**src/rtl/seq_divider.sv**
```systemverilog
// Multi-cycle restoring divider (one quotient bit per clock); SEQ_DIVIDER_SIGNED_EN selects two's-complement operands.
// Latency: WIDTH+1 edges from accept to out_valid (WIDTH+2 signed), 1 edge for divide by zero.
// Backpressure: in_ready only in IDLE; the result is held in DONE until out_ready, with no operand overlap.
module seq_divider #(
  parameter int WIDTH = 8,
  parameter int CNT_W = $clog2(WIDTH+1)
) (
  input  logic             clk,
  input  logic             rst_n,
  input  logic             in_valid,
  output logic             in_ready,
  input  logic [WIDTH-1:0] dividend,
  input  logic [WIDTH-1:0] divisor,
  output logic             out_valid,
  input  logic             out_ready,
  output logic [WIDTH-1:0] quotient,
  output logic [WIDTH-1:0] remainder,
  output logic             div_by_zero,
  output logic             quot_zero_r
);

  // FIX is only reachable in the signed build, where it applies the sign correction
  typedef enum logic [1:0] {
    IDLE = 2'd0,
    CALC = 2'd1,
    DONE = 2'd2,
    FIX  = 2'd3
  } state_t;

  state_t state_q, state_d;

  logic [WIDTH-1:0] shreg_q;   // dividend bits shift out at the top, quotient bits shift in at the bottom
  logic [WIDTH-1:0] dvs_q;     // divisor magnitude
  logic [WIDTH:0]   rem_q;     // partial remainder
  logic [CNT_W-1:0] cnt_q;

  logic             accept;
  logic             last;
  logic [WIDTH:0]   shifted;
  logic [WIDTH:0]   trial;
  logic             qbit;
  logic [WIDTH:0]   rem_step;
  logic [WIDTH-1:0] q_step;
  logic [WIDTH-1:0] mag_a;
  logic [WIDTH-1:0] mag_b;

`ifdef SEQ_DIVIDER_SIGNED_EN
  logic             neg_q_q;   // operand signs differ
  logic             neg_r_q;   // dividend was negative
  logic [WIDTH-1:0] q_fix;
  logic [WIDTH-1:0] r_fix;
`endif

  assign in_ready  = (state_q == IDLE);
  assign out_valid = (state_q == DONE);
  assign accept    = in_valid && in_ready;
  // The final iteration is the one that takes the counter from 1 to 0
  assign last      = (state_q == CALC) && (cnt_q == CNT_W'(1));

  // Operand magnitudes fed into the unsigned core
  always_comb begin
    mag_a = dividend;
    mag_b = divisor;
`ifdef SEQ_DIVIDER_SIGNED_EN
    if (dividend[WIDTH-1]) mag_a = -dividend;
    if (divisor[WIDTH-1])  mag_b = -divisor;
`endif
  end

  // One restoring shift-subtract step
  always_comb begin
    shifted  = {rem_q[WIDTH-1:0], shreg_q[WIDTH-1]};
    trial    = shifted - {1'b0, dvs_q};
    // A set top bit of the old remainder means the shifted value already exceeds any divisor
    qbit     = rem_q[WIDTH] | ~trial[WIDTH];
    rem_step = qbit ? trial : shifted;
    q_step   = {shreg_q[WIDTH-2:0], qbit};
  end

`ifdef SEQ_DIVIDER_SIGNED_EN
  // Sign correction: quotient truncates toward zero, remainder follows the dividend
  always_comb begin
    q_fix = neg_q_q ? -shreg_q : shreg_q;
    r_fix = neg_r_q ? -rem_q[WIDTH-1:0] : rem_q[WIDTH-1:0];
  end
`endif

  // FSM state register
  always_ff @(posedge clk or negedge rst_n) begin
    if (!rst_n) state_q <= IDLE;
    else        state_q <= state_d;
  end

  // FSM next-state logic
  always_comb begin
    state_d = state_q;
    case (state_q)
      IDLE: if (accept) state_d = (divisor == '0) ? DONE : CALC;
`ifdef SEQ_DIVIDER_SIGNED_EN
      CALC: if (last) state_d = FIX;
`else
      CALC: if (last) state_d = DONE;
`endif
      FIX:  state_d = DONE;
      DONE: if (out_ready) state_d = IDLE;
      default: state_d = IDLE;
    endcase
  end

  // Iteration datapath and result registers
  always_ff @(posedge clk or negedge rst_n) begin
    if (!rst_n) begin
      shreg_q     <= '0;
      dvs_q       <= '0;
      rem_q       <= '0;
      cnt_q       <= '0;
      quotient    <= '0;
      remainder   <= '0;
      div_by_zero <= 1'b0;
      quot_zero_r <= 1'b0;
`ifdef SEQ_DIVIDER_SIGNED_EN
      neg_q_q     <= 1'b0;
      neg_r_q     <= 1'b0;
`endif
    end else begin
      case (state_q)
        IDLE: begin
          if (accept) begin
            shreg_q <= mag_a;
            dvs_q   <= mag_b;
            rem_q   <= '0;
            cnt_q   <= CNT_W'(WIDTH);
`ifdef SEQ_DIVIDER_SIGNED_EN
            neg_q_q <= dividend[WIDTH-1] ^ divisor[WIDTH-1];
            neg_r_q <= dividend[WIDTH-1];
`endif
            if (divisor == '0) begin
              quotient    <= '1;
              remainder   <= dividend;
              div_by_zero <= 1'b1;
              quot_zero_r <= 1'b0;
            end
          end
        end
        CALC: begin
          shreg_q <= q_step;
          rem_q   <= rem_step;
          cnt_q   <= cnt_q - CNT_W'(1);
`ifndef SEQ_DIVIDER_SIGNED_EN
          if (last) begin
            quotient    <= q_step;
            remainder   <= rem_step[WIDTH-1:0];
            div_by_zero <= 1'b0;
            quot_zero_r <= (q_step == '0);
          end
`endif
        end
`ifdef SEQ_DIVIDER_SIGNED_EN
        FIX: begin
          quotient    <= q_fix;
          remainder   <= r_fix;
          div_by_zero <= 1'b0;
          quot_zero_r <= (q_fix == '0);
        end
`endif
        default: ;
      endcase
    end
  end

endmodule

```
**config.mk**
```make
export PLATFORM = sky130hd
export DESIGN_NAME = seq_divider
export DESIGN_NICKNAME = d
export VERILOG_FILES = /design/src/rtl/seq_divider.sv
export SDC_FILE = /design/constraint.sdc
export NUM_CORES = 1
export LEC_CHECK = 0
export ABC_AREA = 1
export ABC_CLOCK_PERIOD_IN_PS = 2780
export BUFFER_PORTS_ARGS = -buffer_cell sky130_fd_sc_hd__buf_2
export CORE_MARGIN = 2
export CORE_UTILIZATION = 60
export DETAILED_ROUTE_END_ITERATION = 10
export MAX_ROUTING_LAYER = met4
export PLACE_DENSITY_LB_ADDON = 0.3
export SLEW_MARGIN = 20
export SYNTH_ARGS = -nofsm -noshare
export SYNTH_HDL_FRONTEND = slang
export SYNTH_SLANG_ARGS = --single-unit
```
**constraint.sdc**
```tcl
create_clock -name clk -period 2.78 [get_ports clk]
set_input_delay 0.695 -clock clk [delete_from_list [all_inputs] [get_ports clk]]
set_output_delay 0.695 -clock clk [all_outputs]
set_load 0.02 [all_outputs]
```
-- Yosys cells after proc, flatten, opt, wreduce, memory -nomap -nowiden
Index checks and enable logic that the tools add are counted.
- flip-flop bits (word level): 49
- input bits: 20
- output and inout port bits: 20
- logic and storage cells: 59
- add/sub/neg operators: 2
- equality and inequality tests: 8
- mux-type cells: 28
- bitwise logic cells: 2
- reductions and logical operators: 10
- operator list (operator ; count):
    $mux W8 ; 7
    $pmux W8 S2 ; 3
    $mux W9 ; 2
    $pmux W9 S2 ; 1
    $logic_not A8 Y1 ; 2
    $sub A9 B8 Y9 ; 1
    $mux W2 ; 4
    $pmux W2 S4 ; 1
    $pmux W4 S2 ; 1
    $mux W1 ; 6
    $ne A2 B1 Y1 const B ; 3
    $eq A2 B2 Y1 const B ; 2
    $eq A4 B1 Y1 const B ; 1
    $mux W4 ; 1
    $pmux W1 S2 ; 2
    $reduce_and A2 Y1 ; 2
    $reduce_and A4 Y1 ; 1
    $sub A4 B1 Y4 const B ; 1
    $reduce_and A3 Y1 ; 1
    $eq A2 B1 Y1 const B ; 1
    $logic_and A1 B1 Y1 ; 2
    $logic_not A2 Y1 ; 1
    $ne A2 B2 Y1 const B ; 1
    $reduce_bool A2 Y1 ; 1
    2 further kinds ; 2

-- Longest topological paths before layout
- depth after elaboration: 6
- gate-level depth with buffers: 14
- gate-level depth less buffers: 14

-- Least setup slack after synthesis
OpenSTA, ideal clock, no wires.
- path type: reg2reg
- start point: register shreg_q[7]
- end point: register remainder[3]
- setup time: 113 ps
- arrival time: 1768 ps
- required time: 2667 ps
- path slack: 899 ps
- cell stages (with the launch flop): 14
- buffers on the path: 0
- period minus slack after synthesis: 1881 ps
- path through: dfrtp_1 > inv_1 > ha_1 > fa_1 > inv_1 > nand3_1 > nand2_1 > nand2_1 > nand3_1 > nand3_2 > nand3_1 > nand3_1 > nand2_1 > inv_1
- word-level cells in the longest chain between the ends: 6
- RTL lines (item ; line ; RTL):
    start, declared ; 32 ; logic [WIDTH-1:0] shreg_q;
    start signal, assigned ; 129 ; shreg_q <= mag_a;
    start signal, assigned ; 146 ; shreg_q <= q_step;
    $sub A9 B8 Y9 (*) ; 73 ; trial = shifted - {1'b0, dvs_q};
    $not A1 Y1 ; 75 ; qbit = rem_q[WIDTH] | ~trial[WIDTH];
    $or A1 B1 Y1 ; 75 ;
    $mux W9 (*) ; 76 ; rem_step = qbit ? trial : shifted;
    $mux W8 (*) ; 150 ; if (last) begin
    $pmux W8 S2 (*) ; 126 ; case (state_q)
    end signal, assigned ; 139 ; remainder <= dividend;
    end signal, assigned ; 152 ; remainder <= rem_step[WIDTH-1:0];
    end, declared ; 17 ; output logic [WIDTH-1:0] remainder,
Every way passes the cells marked *; elsewhere a longest branch is shown, timed or not. The select of a mux whose other input is x is not followed.
A chain may end at the register's enable or synchronous reset.

-- Worst setup path in the final report
- start point: register shreg_q[7]
- end point: register remainder[2]
The elaborated chain is that of the path after synthesis.

==> run metrics <==
status finished clean; WS Path Type reg -> reg; Worst EP required 2.98 ns; Net Sw Frac 49.7%; met1 usage in global routing 35.4%; register share of total power 31.0%; Netlist Area Pre-Place 2730 sq um; largest net degree at the start of global routing 43; DRC errors left 0; Reg-to-Reg Start shreg_q[7]$_DFFE_PN0P_; CTS tree yes; Post-synth top cells nand2_1, inv_1, dfrtp_1; Avg Cell Area, Syn 7.83 sq um; Comb power frac 58.7%; VDD IR max 0.701 mV; port buffer count 39; # Post-CTS Setup Buffers 0; #FFs+latches synth 49; WL final 5980 um; Max stage delay on crit path 0.41 ns; Die Span X 71.5 um; most common cell in the synthesized netlist nand2_1; Synth area leader dfrtp_1; Int Pwr 2.03 mW; Hold Path Depth 1; Final Hold Vio Count 0; critical path's slowest cell fa_1; Setup WS pre-CTS 0.640 ns; top area cells in the synthesized netlist dfrtp_1, nand2_1, inv_1; average via count per standard cell 5.28; Worst Skew 0.00589 ns; Yosys cell types 36; final slew viol count 0; fraction of registers with async set/reset 100%; CP bufs+invs 3; synthesized net count 380; most frequent CP cell nand3_1; post-CTS sizing 0; Die Y 71.5 um; Setup crit start kind register; Cell Area, Placed 2950 sq um; Num CTS Buffers 5; Worst Hold Class reg -> reg; gp weighted congestion 0.855; Syn Inst Count 349; first-pass GRT wire length 10500 um; worst r2r dst remainder[2]$_DFFE_PN0P_; Top FF cell, synth dfrtp_1; final core occ 69.3%; htree depth 2; number of synthesized flops with an enable pin 0; Clock transition at path regs 0.09 ns; Leakage 1.63 nW; number of global-route vias before repair 2327; share of the synthesized area in the top cell type 44.9%; M3 GR Usage 4.08%; Sink Count 49; crit-path leading delay family simple AND/OR/NAND/NOR gates; total power 4.02 mW; final setup margin 0.604 ns; Fmax 460 MHz; TritonRoute pass-1 iters 4; Core ar. 4380 sq um; Initial Utilization 62.3%; fin area 3040 sq um; Site Rows 24; relative slew slack 38.0%; Ports 40; register-to-register setup slack 0.60 ns; critical path cell sequence inv_1 > ha_1 > fa_1 > inv_1 > nand3_1 > nand2_1 > nand2_1 > nand3_1 > nand3_2 > nand3_1 > nand3_1 > nand2_1 > inv_1; # nets final 418; DR WL/cell 13.6 um; WP data arrival 2.38 ns; total track usage 27.1%; met2 Usage GRT 43.9%; RSZ-0062 raised after global routing no; Final min period 2.18 ns; R2R depth 13; Hold Startpoint quotient[7]$_DFFE_PN0P_; Hold Crit Endpoint quotient[7]$_DFFE_PN0P_; fin crit share 78.3%; CTS Hold Bufs 0; Detail Placement HPWL 4500 um; via count 2322; global routing's busiest layer met2; gr ovfl total 0; crit path capture type register; Area Growth Syn to Fin 11.2%; DRT iter0 DRCs 121; clock latency on the worst-skew pair 0.30 ns; Clock power frac 10.3%; actual slew at the worst max-slew pin 0.929 ns; Final setup viols 0; layout cells sized above 1 18.0%; part of the Yosys area used for sequential elements 44.9%; initial antenna violation count 0; Antenna Nets Post-Route 0; CTS Buffer Depth 2; synth warn 0; setup_tns 0 ns; Power Dens Cells 1320 nW/um^2; NetSw 2.00 mW; max_cap viols 0; die area 5110 sq um; Diodes inserted 0; Critical Path Fanout Max 10; fillers 365; Root Buffer clkbuf_8
[worst max-delay path by stage]
stage | endpoint | startpoint | slack (ns) | cells past startpoint
after global routing | remainder[5]$_DFFE_PN0P_ | shreg_q[7]$_DFFE_PN0P_ | 0.42 | 13
after detailed placement | remainder[2]$_DFFE_PN0P_ | shreg_q[7]$_DFFE_PN0P_ | 0.64 | 13
final | remainder[2]$_DFFE_PN0P_ | shreg_q[7]$_DFFE_PN0P_ | 0.60 | 13
after CTS | remainder[2]$_DFFE_PN0P_ | shreg_q[7]$_DFFE_PN0P_ | 0.62 | 13
after global placement | remainder[2]$_DFFE_PN0P_ | shreg_q[7]$_DFFE_PN0P_ | 0.72 | 13
after floorplan | remainder[3]$_DFFE_PN0P_ | shreg_q[7]$_DFFE_PN0P_ | 0.90 | 13
[per-layer routing]
layer  up-vias  routed length [um]
met5         -                   0
met3        12                 235
met2        53                2920
met1      1071                2700
li1       1186                   -
met4         0                 125
[layout make-up]
| cell class | count | area, sq um | share of cell area [%] |
|---|---|---|---|
| Timing Repair Buffer | 42 | 218 | 7.17 |
| Clock buffer | 6 | 72.6 | 2.39 |
| Tap cell | 52 | 65.1 | 2.14 |
| Sequential cell | 49 | 1230 | 40.4 |
| Clock inverter | 2 | 15.0 | 0.494 |
| Multi-Input combinational cell | 224 | 1190 | 39.3 |
| Inverter | 65 | 249 | 8.20 |
[state kept, by name, indices dropped and copies added, names as in the netlist]
name         count
shreg_q          8
remainder        8
dvs_q            8
cnt_q            4
rem_q            9
state_q          2
quotient         8
quot_zero_r      1
div_by_zero      1
[power groups by stage]
| stage | logic [mW] | registers, mW | clock network (mW) |
|---|---|---|---|
| 2_1_floorplan | 1.72 | 1.34 | 0 |
| 3_3_place_gp | 2.30 | 1.25 | 0 |
| 3_5_place_dp | 2.36 | 1.26 | 0 |
| 4_1_cts | 2.38 | 1.24 | 0.423 |
| 5_1_grt | 2.71 | 1.28 | 0.451 |
| 6_report | 2.36 | 1.25 | 0.414 |
[per-stage QoR]
stage          std cells  hold WS, ns
4_1_cts              440        0.501
6_report             440        0.493
3_3_place_gp         432        0.465
2_1_floorplan        349        0.399
5_1_grt              440        0.523
3_5_place_dp         432        0.480
[kinds of logic after synthesis]
logic type / share of synthesized area (%)
and+or+nand+nor: 26.8
buffers and inverters: 11.5
DFF: 44.9
AOI/OAI and AO/OA: 10.2
adders and majority gates: 5.31
xor gates and xnor gates: 1.28
[cell usage in the layout, fill, tap and decap left out, types with 2 or more instances in the layout]
master	Yosys	final
a21oi_1	5	5
a21oi_2	2	2
a31oi_1	7	7
buf_2	3	39
buf_4	1	3
clkbuf_8	0	5
clkinvlp_4	0	2
dfrtp_1	49	49
ha_1	10	10
inv_1	55	55
inv_2	8	8
inv_4	2	2
nand2_1	80	80
nand2_2	2	2
nand2_4	2	2
nand3_1	32	32
nand4_1	8	8
nor2_1	23	23
nor2_4	2	2
o211ai_1	2	2
o21ai_0	13	13
o21ai_1	11	11
o22ai_1	3	3
o31ai_1	2	2
or2_1	7	7
xnor2_1	2	2
xor2_1	2	2
Power figures use the tool's default switching activity.
